File: config.mk
export PLATFORM = sky130hd
export DESIGN_NAME = frame_sequencer_flat
export DESIGN_NICKNAME = d
export VERILOG_FILES = /design/src/rtl/frame_sequencer_pkg.sv /design/src/rtl/frame_sequencer_if.sv /design/src/rtl/frame_sequencer.sv /design/src/flat_wrapper.sv
export SDC_FILE = /design/constraint.sdc
export NUM_CORES = 1
export LEC_CHECK = 0
export BUFFER_PORTS_ARGS = -buffer_cell sky130_fd_sc_hd__buf_4
export CORE_ASPECT_RATIO = 0.9
export CORE_MARGIN = 2
export CORE_UTILIZATION = 51
export CTS_CLUSTER_DIAMETER = 30
export DETAILED_ROUTE_END_ITERATION = 8
export HOLD_SLACK_MARGIN = 0.12
export PLACE_DENSITY = 0.78
export SYNTH_ARGS = -nofsm -noshare
export SYNTH_HDL_FRONTEND = slang
export SYNTH_SLANG_ARGS = --single-unit
File: constraint.sdc
create_clock -name clk -period 2.6 [get_ports clk]
set_clock_uncertainty 0.15 [all_clocks]
set_input_delay 0.26 -clock clk [delete_from_list [all_inputs] [get_ports clk]]
set_output_delay 0.26 -clock clk [all_outputs]
set_load 0.01 [all_outputs]
File: src/rtl/frame_sequencer_pkg.sv
// rgmii_pkg: constants and types shared by the RGMII transmit-side blocks.
//   PREAMBLE_BYTE / SFD_BYTE : fixed frame-header byte values
//   seq_state_t              : frame_sequencer FSM states
//   max3                     : elaboration-time helper for counter sizing
package rgmii_pkg;

  localparam logic [7:0] PREAMBLE_BYTE = 8'h55;
  localparam logic [7:0] SFD_BYTE      = 8'hD5;

  typedef enum logic [2:0] {
    ST_IDLE,
    ST_PREAMBLE,
    ST_SFD,
    ST_PAYLOAD,
    ST_GAP
  } seq_state_t;

  function automatic int max3(input int a, input int b, input int c);
    int m;
    m = a;
    if (b > m) m = b;
    if (c > m) m = c;
    return m;
  endfunction

endpackage

File: src/rtl/frame_sequencer_if.sv
// frame_sequencer_if: byte stream from the sequencer to the RGMII transmitter.
//   tx_data  : byte presented
//   tx_valid : tx_data is valid
//   tx_ready : transmitter accepts (transfer = tx_valid && tx_ready at an edge)
//   tx_sof   : first preamble byte of a frame
//   tx_eof   : last payload byte of a frame
// master = byte source (sequencer), slave = byte sink (transmitter).
interface frame_sequencer_if;

  logic [7:0] tx_data;
  logic       tx_valid;
  logic       tx_ready;
  logic       tx_sof;
  logic       tx_eof;

  modport master (
    output tx_data,
    output tx_valid,
    output tx_sof,
    output tx_eof,
    input  tx_ready
  );

  modport slave (
    input  tx_data,
    input  tx_valid,
    input  tx_sof,
    input  tx_eof,
    output tx_ready
  );

endinterface

File: src/rtl/frame_sequencer.sv
// frame_sequencer: on a start pulse emits PREAMBLE_LEN x 0x55, one 0xD5, then
// MSG_LEN payload bytes read from the message ROM, then holds IFG_LEN idle
// cycles before returning to IDLE with a one-cycle done pulse.
// Ports:
//   clk, rst  : clock, synchronous active-high reset
//   start     : frame request, only honoured in IDLE
//   busy      : frame in progress (PREAMBLE through last GAP cycle)
//   done      : one-cycle pulse on return to IDLE
//   rom_addr  : ROM address (payload counter in PAYLOAD, 0 otherwise)
//   rom_data  : ROM data for rom_addr
//   tx        : registered byte stream with valid/ready handshake
module frame_sequencer
  import rgmii_pkg::*;
#(
  parameter int MSG_LEN      = 48,
  parameter int PREAMBLE_LEN = 7,
  parameter int IFG_LEN      = 12,
  parameter int ADDR_W       = 6
) (
  input  logic              clk,
  input  logic              rst,
  input  logic              start,
  output logic              busy,
  output logic              done,
  output logic [ADDR_W-1:0] rom_addr,
  input  logic [7:0]        rom_data,
  frame_sequencer_if.master tx
);

  // One counter is shared by the preamble, payload and gap phases, so it is
  // sized for the longest of the three.
  localparam int CNT_W = $clog2(max3(MSG_LEN, PREAMBLE_LEN, IFG_LEN) + 1);

  localparam logic [CNT_W-1:0] PRE_LAST = CNT_W'(PREAMBLE_LEN - 1);
  localparam logic [CNT_W-1:0] MSG_LAST = CNT_W'(MSG_LEN - 1);
  localparam logic [CNT_W-1:0] IFG_LAST = CNT_W'(IFG_LEN - 1);

  seq_state_t       state_reg, state_next;
  logic [CNT_W-1:0] cnt_reg, cnt_next;
  logic             done_reg, done_next;
  logic [7:0]       data_reg, data_next;
  logic             valid_reg, valid_next;
  logic             sof_reg, sof_next;
  logic             eof_reg, eof_next;
  logic             ld;

  always_comb begin
    // The output register may take a new value only when it is empty or its
    // current byte is being accepted; otherwise all four fields hold.
    ld         = !valid_reg || tx.tx_ready;
    state_next = state_reg;
    cnt_next   = cnt_reg;
    done_next  = 1'b0;
    data_next  = data_reg;
    valid_next = valid_reg;
    sof_next   = sof_reg;
    eof_next   = eof_reg;

    if (ld) begin
      data_next  = 8'h00;
      valid_next = 1'b0;
      sof_next   = 1'b0;
      eof_next   = 1'b0;
    end

    case (state_reg)
      ST_IDLE: begin
        if (start) begin
          state_next = ST_PREAMBLE;
          cnt_next   = '0;
        end
      end

      ST_PREAMBLE: begin
        if (ld) begin
          data_next  = PREAMBLE_BYTE;
          valid_next = 1'b1;
          sof_next   = (cnt_reg == '0);
          if (cnt_reg == PRE_LAST) begin
            state_next = ST_SFD;
            cnt_next   = '0;
          end else begin
            cnt_next = cnt_reg + 1'b1;
          end
        end
      end

      ST_SFD: begin
        if (ld) begin
          data_next  = SFD_BYTE;
          valid_next = 1'b1;
          state_next = ST_PAYLOAD;
          cnt_next   = '0;
        end
      end

      ST_PAYLOAD: begin
        if (ld) begin
          if (eof_reg) begin
            // Last byte is leaving now; the output empties into the gap.
            state_next = ST_GAP;
            cnt_next   = '0;
          end else begin
            data_next  = rom_data;
            valid_next = 1'b1;
            eof_next   = (cnt_reg == MSG_LAST);
            // Park on the last address rather than stepping past the message.
            if (cnt_reg != MSG_LAST) begin
              cnt_next = cnt_reg + 1'b1;
            end
          end
        end
      end

      ST_GAP: begin
        if (cnt_reg == IFG_LAST) begin
          state_next = ST_IDLE;
          cnt_next   = '0;
          done_next  = 1'b1;
        end else begin
          cnt_next = cnt_reg + 1'b1;
        end
      end

      default: begin
        state_next = ST_IDLE;
        cnt_next   = '0;
      end
    endcase
  end

  always_ff @(posedge clk) begin
    if (rst) begin
      state_reg <= ST_IDLE;
      cnt_reg   <= '0;
      done_reg  <= 1'b0;
      data_reg  <= 8'h00;
      valid_reg <= 1'b0;
      sof_reg   <= 1'b0;
      eof_reg   <= 1'b0;
    end else begin
      state_reg <= state_next;
      cnt_reg   <= cnt_next;
      done_reg  <= done_next;
      data_reg  <= data_next;
      valid_reg <= valid_next;
      sof_reg   <= sof_next;
      eof_reg   <= eof_next;
    end
  end

  assign busy        = (state_reg != ST_IDLE);
  assign done        = done_reg;
  assign rom_addr    = (state_reg == ST_PAYLOAD) ? ADDR_W'(cnt_reg) : '0;
  assign tx.tx_data  = data_reg;
  assign tx.tx_valid = valid_reg;
  assign tx.tx_sof   = sof_reg;
  assign tx.tx_eof   = eof_reg;

endmodule
File: src/flat_wrapper.sv
// flat-port wrapper written by rule: the top's interface ports become plain ports
module frame_sequencer_flat import rgmii_pkg::*;
#(
  parameter int MSG_LEN      = 48,
  parameter int PREAMBLE_LEN = 7,
  parameter int IFG_LEN      = 12,
  parameter int ADDR_W       = 6
)
  (clk, rst, start, busy, done, rom_addr, rom_data, tx_tx_data, tx_tx_valid, tx_tx_sof, tx_tx_eof, tx_tx_ready);
  frame_sequencer_if tx_i ();
  input  logic clk;
  input  logic rst;
  input  logic start;
  output logic busy;
  output logic done;
  output logic [ADDR_W-1:0] rom_addr;
  input  logic [7:0] rom_data;
  output wire logic [$bits(tx_i.tx_data)-1:0] tx_tx_data;
  output wire logic [$bits(tx_i.tx_valid)-1:0] tx_tx_valid;
  output wire logic [$bits(tx_i.tx_sof)-1:0] tx_tx_sof;
  output wire logic [$bits(tx_i.tx_eof)-1:0] tx_tx_eof;
  input wire logic [$bits(tx_i.tx_ready)-1:0] tx_tx_ready;
  assign tx_tx_data = tx_i.tx_data;
  assign tx_tx_valid = tx_i.tx_valid;
  assign tx_tx_sof = tx_i.tx_sof;
  assign tx_tx_eof = tx_i.tx_eof;
  assign tx_i.tx_ready = tx_tx_ready;
  frame_sequencer #(.MSG_LEN(MSG_LEN), .PREAMBLE_LEN(PREAMBLE_LEN), .IFG_LEN(IFG_LEN), .ADDR_W(ADDR_W)) u_core (.clk(clk), .rst(rst), .start(start), .busy(busy), .done(done), .rom_addr(rom_addr), .rom_data(rom_data), .tx(tx_i));
endmodule
==> impl_metrics.csv, run 1 <==
group,metric,value,unit
run_status,status,"finished, final reports clean",
worst_setup_path,critical_path_class,"flop to flop",
clock_network,clockBufferDepth,2,
yosys,syn-cell-area,1130,um2
worst_setup_path,arrival,2.32,ns
yosys,synth_edf_count,0,
global_route,grt_max_degree,21,
final_layout,largest_reg_flops,8,
power_and_ir_drop,p_switching,0.409,mW
final_layout,finalCoreUtilization,67.9,%
clock_network,cts_tree,"yes",
sta,fin_hold_ws,0.225,ns
power_and_ir_drop,p_seq_share,41.5,%
yosys,ys_types,40,
drt,ant_nets,0,
clock_network,clkSinkCount,21,
placed_design,dp_cells,190,
yosys,synthSimpleGateAreaFrac,31.1,%
global_route,grt_pass1_wl,4650,um
power_and_ir_drop,p_leak,0.632,nW
yosys,yosysWarningCount,0,
worst_setup_path,critical_path_required,2.69,ns
die,initial_core_util,52.6,%
global_route,antenna_found_initial,0,
die,fp.dieH,48.6,um
die,rows,16,
clock_network,cts_inserted_buffers,3,
drt,first_pass_iters,4,
yosys,synth_compound_area_share,20.5,%
yosys,synth_xor_area_share,0.777,%
yosys,syn_nets,157,
yosys,ys.flop_type,"dfxtp_1",
final_layout,syn2layout_area_growth,29.1,%
sta,fin_tns_setup,0,ns
die,dieArea,2600,um2
placed_design,io_buffers,30,
yosys,avgSynthCellArea,7.94,um2
final_layout,fillers,168,
placed_design,place_hpwl,2000,um
power_and_ir_drop,combinationalPowerShare,44.0,%
final_layout,design_area,1460,um2
drt,via_per_inst,5.65,
drt,routed_wl,2800,um
drt,drt-met1-wl,1200,um
placed_design,postPlaceCellArea,1350,um2
worst_setup_path,path_max_fanout,7,
yosys,synth_mux_area_share,0.888,%
sta,relSlewSlack,53.0,%
yosys,ys_ff_latch,21,
sta,hold_violations,0,
drt,dr.first_iter.drc_count,41,
sta,final.min_clock_period,2.23,ns
yosys,synth_adder_area_share,3.33,%
power_and_ir_drop,power.density,719,nW/um2
drt,wl_met3,195,um
yosys,synth_top_family_by_area,"simple AND/OR/NAND/NOR gates",
sta,rsz0062_at_grt,"no",
die,die_w,53.6,um
drt,route.vias.total,1141,
clock_network,cts-resized-gates,0,
sta,fin_crit_sh,85.8,%
sta,fmax,448,MHz
worst_setup_path,endpoint_kind,"flop",
power_and_ir_drop,switching_share,39.1,%
run,drv_cap,0,
sta,worst_pin_slew,0.704,ns
clock_network,root_buffer,"clkbuf_4",
drt,drc,0,
global_route,grt_pass1_vias,1040,
global_route,grt_usage,23.9,%
power_and_ir_drop,cell_internal_pwr,0.637,mW
final_layout,stdcell_count,202,
drt,met2_length,1360,um
clock_network,clock_latency,0.30,ns
drt,top_layer_used,"met4",
die,io_pins,31,
worst_hold_path,min_path_type,"input pin to flop",
yosys,synthCells,142,
clock_network,h-tree-depth,1,
final_layout,drive_above_1_share,24.0,%
power_and_ir_drop,ir_drop,0.437,mV
yosys,synthArstFlopShare,0,%
global_route,grt_overflow_total,0,
drt,routedWlPerCell,13.8,um
final_layout,fin_nets,191,
final_layout,antenna_cells,0,
worst_setup_path,worstSetupStartpointType,"flop",
power_and_ir_drop,pwr-share-clk,14.5,%
yosys,ys_seq_area_share,37.3,%
sta,setup_viol,0,
die,design.core.area,2140,um2
sta,slew_violations,0,
placed_design,gp_congestion,0.924,
clock_network,cts.clk_slew.worst_paths,0.12,ns
-- logic make-up after synthesis --
| kind of cell | after synthesis |
|---|---|
| buffers and inverters | 15 |
| adder cells (fa/ha/maj) | 3 |
| flip-flops | 21 |
| AO/OA/AOI/OAI | 36 |
| multiplexers | 1 |
| XOR/XNOR | 1 |
| AND/OR/NAND/NOR | 65 |
-- cell usage after synthesis, types with 2 or more instances --
| master | n | area, um2 |
|---|---|---|
| ha_1 | 3 | 37.5 |
| nor3b_1 | 3 | 22.5 |
| nand2b_1 | 3 | 18.8 |
| nand3_1 | 7 | 35.0 |
| o21ai_0 | 5 | 25.0 |
| clkbuf_1 | 6 | 22.5 |
| nand4_1 | 2 | 12.5 |
| nor2_1 | 12 | 45.0 |
| a211oi_1 | 2 | 15.0 |
| nand2_1 | 15 | 56.3 |
| nor3_1 | 2 | 10.0 |
| and3_1 | 9 | 56.3 |
| or2_1 | 2 | 12.5 |
| dfxtp_1 | 21 | 420 |
| o21ai_1 | 5 | 25.0 |
| nor2b_1 | 2 | 12.5 |
| inv_1 | 3 | 11.3 |
| a21oi_1 | 15 | 75.1 |
| buf_2 | 4 | 20.0 |
-- worst paths after layout --
check	from	endpoint	slack (ns)	cells after the start
min	tx_tx_ready	flop	0.23	4
max reg2reg	u_core.cnt_reg[1]	u_core.state_reg[0]	0.37	6
max	u_core.cnt_reg[1]	u_core.state_reg[0]	0.37	6
min reg2reg	u_core.tx.tx_data[1]	u_core.tx.tx_data[1]	0.32	2
-- repair_timing --
item | 4_1_cts | 5_1_grt
hold buffers | 8 | 0
endpoints found under the hold margin | 19 | 0
setup buffers | 0 | 0
-- layout by cell type (no fill, tap or decap), types with 2 or more instances in the layout --
cell type,n
o21ai_1,5
o21ai_0,5
nand2_1,15
nor2_1,12
ha_1,3
buf_4,32
clkbuf_4,3
nor3b_1,3
and3_1,9
nand3_1,7
nor3_1,2
nand4_1,2
a21oi_1,15
dlygate4sd3_1,8
nor2b_1,2
or2_1,2
inv_1,3
a211oi_1,2
dfxtp_1,21
nand2b_1,3
-- stage by stage --
step | total power [mW] | setup WS, ns
floorplan | 0.744 | 0.521
global placement | 0.870 | 0.508
detailed placement | 0.887 | 0.409
CTS | 1.05 | 0.358
global route | 1.13 | 0.212
finish | 1.05 | 0.369
-- area by class of cell --
cell class	instances	area (um2)	area share [%]
Clock buffer	3	22.5	1.55
Sequential cell	21	420	28.9
Inverter	4	15.0	1.03
Multi-Input combinational cell	106	638	43.9
Timing Repair Buffer	40	320	22.0
Tap cell	27	33.8	2.32
Clock inverter	1	5.00	0.344
-- power by group through the flow --
stage | Sequential, mW | Clock [mW] | Combinational, mW
finish | 0.434 | 0.152 | 0.460
global route | 0.444 | 0.169 | 0.513
CTS | 0.433 | 0.159 | 0.458
detailed placement | 0.441 | 0 | 0.445
global placement | 0.435 | 0 | 0.435
floorplan | 0.416 | 0 | 0.328
-- routing by layer --
layer	vias to the layer above	global-route usage, %
li1	568	-
met5	-	0
met1	519	31.9
met2	48	37.4
met4	0	6.84
met3	6	6.17
-- critical path, cell delays in order (launching register included) --
cell	delay [ns]
dfxtp_1	0.36
ha_1	0.26
and4b_1	0.23
and3_1	0.21
or2_1	0.31
or4_1	0.51
a21oi_1	0.15
No activity file was read; power rests on OpenSTA's default activity.
==> inputs of run 2 (changes only) <==
Settings changed: CORE_UTILIZATION 51 to 40, PLACE_DENSITY 0.78 to default.
==> run 2 against run 1 <==
Die area rose by 25%. Sequential share of layout area down 0.46 points. Combinational power rose by 2%. Largest cell class unchanged. Largest power group unchanged. Highest routed layer unchanged.
==> impl_metrics.csv, run 2 (synthesized netlist as in run 1, its figures left out) <==
group,metric,value,unit
clock_network,clockBufferDepth,2,
clock_network,cts_inserted_buffers,3,
sta,fmax,455,MHz
worst_setup_path,cpMaxStageDelayCell,"or4_1",
final_layout,antenna_cells,0,
die,fp.dieH,54.4,um
placed_design,dp_slack,0.445,ns
worst_setup_path,path_max_fanout,7,
global_route,grt_pass1_vias,978,
placed_design,gp_congestion,0.787,
final_layout,drive_above_1_share,24.4,%
drt,first_pass_iters,4,
worst_setup_path,cp_cell_sequence,"ha_1, and4b_1, and3_1, or2_1, or4_1, a21oi_1",
sta,relSlewSlack,54.3,%
global_route,grt_usage,17.9,%
worst_setup_path,critical_path_required,2.69,ns
sta,finalWorstSetupSlack,0.402,ns
power_and_ir_drop,p_total,1.05,mW
sta,setup_viol,0,
drt,dr.first_iter.drc_count,44,
run,drv_cap,0,
worst_setup_path,critical_path.top_delay_family,"simple AND/OR/NAND/NOR gates",
global_route,grt_max_degree,16,
die,io_pins,31,
final_layout,final_cell_mix,"33 x buf_4, 21 x dfxtp_1, 15 x nand2_1, 15 x a21oi_1, 12 x nor2_1",
global_route,antenna_found_initial,0,
placed_design,dp_cells,204,
worst_setup_path,slowest_delay,0.49,ns
worst_setup_path,critical_path_class,"flop to flop",
clock_network,h-tree-depth,1,
clock_network,cts.clk_slew.worst_paths,0.11,ns
clock_network,clock_latency,0.30,ns
final_layout,design_area,1480,um2
placed_design,postPlaceCellArea,1370,um2
clock_network,cts_tree,"yes",
worst_setup_path,arrival,2.29,ns
sta,fin_crit_sh,84.5,%
die,initial_core_util,41.4,%
sta,fin_tns_setup,0,ns
placed_design,io_buffers,30,
drt,via_per_inst,5.27,
worst_setup_path,crit_buf_inv,0,
power_and_ir_drop,ir_drop,0.353,mV
worst_hold_path,min_path_type,"input pin to flop",
sta,hold_violations,0,
die,dieArea,3260,um2
sta,rsz0062_at_grt,"no",
sta,fin_hold_ws,0.222,ns
clock_network,cts-resized-gates,0,
drt,routed_wl,2810,um
worst_setup_path,worstSetupStartpointType,"flop",
run_status,status,"finished, final reports clean",
sta,worst_pin_slew,0.685,ns
clock_network,clkSinkCount,21,
power_and_ir_drop,power.density,710,nW/um2
clock_network,root_buffer,"clkbuf_4",
drt,routedWlPerCell,13.0,um
sta,final.min_clock_period,2.20,ns
power_and_ir_drop,p_leak,0.637,nW
die,die_w,60.0,um
drt,ant_nets,0,
die,rows,18,
final_layout,fillers,264,
final_layout,largest_reg_flops,8,
worst_setup_path,endpoint_kind,"flop",
global_route,grt_pass1_wl,4430,um
final_layout,final_common_cell,"buf_4",
global_route,grt_overflow_total,0,
placed_design,place_hpwl,2060,um
sta,slew_violations,0,
final_layout,fin_nets,192,
drt,route.vias.total,1139,
drt,drc,0,
final_layout,syn2layout_area_growth,31.2,%
final_layout,stdcell_count,216,
die,design.core.area,2730,um2
final_layout,finalCoreUtilization,54.3,%
==> run 2: cell type report <==
class	count	area, um2	area share (%)
timing repair buffer	41	328	22.2
sequential	21	420	28.4
inverter	4	15.0	1.02
multi-input combinational	106	638	43.1
tap	40	50.0	3.38
clock inverter	1	5.00	0.338
clock buffer	3	22.5	1.52
==> run 2: path summary, 6_finish.rpt <==
check / start / endpoint / slack [ns] / depth (start not counted)
hold reg to reg: u_core.tx.tx_data[1] / u_core.tx.tx_data[1] / 0.32 / 2
setup reg to reg: u_core.cnt_reg[1] / u_core.state_reg[0] / 0.40 / 6
hold / removal: tx_tx_ready / flop / 0.22 / 4
setup / recovery: u_core.cnt_reg[1] / u_core.state_reg[0] / 0.40 / 6
==> run 2: worst reg2reg max path, delay by kind of cell (launching register included) <==
family                     cells  cell delay, ns
adders and majority gates      1            0.26
DFF                            1            0.37
and+or+nand+nor                4            1.22
AOI/OAI and AO/OA              1            0.13
==> run 2: what timing repair did <==
action / in CTS / in global routing
endpoints found under the hold margin: 19 / 0
setup buffers: 0 / 0
hold buffers: 8 / 0
==> run 2: metal layers <==
metal  GRT usage [%]  share of wire [%]  vias up
li1                -                  -      568
met1            24.9                 45      545
met2            29.0                 50       24
met3            4.26                4.7        2
met4            2.22               0.53        0
met5               0                  0        -
==> run 2: report_power, final <==
part | switching [mW] | internal (mW)
Clock | 0.0938 | 0.0573
Sequential | 0.0574 | 0.371
Combinational | 0.257 | 0.213
Total | 0.408 | 0.642
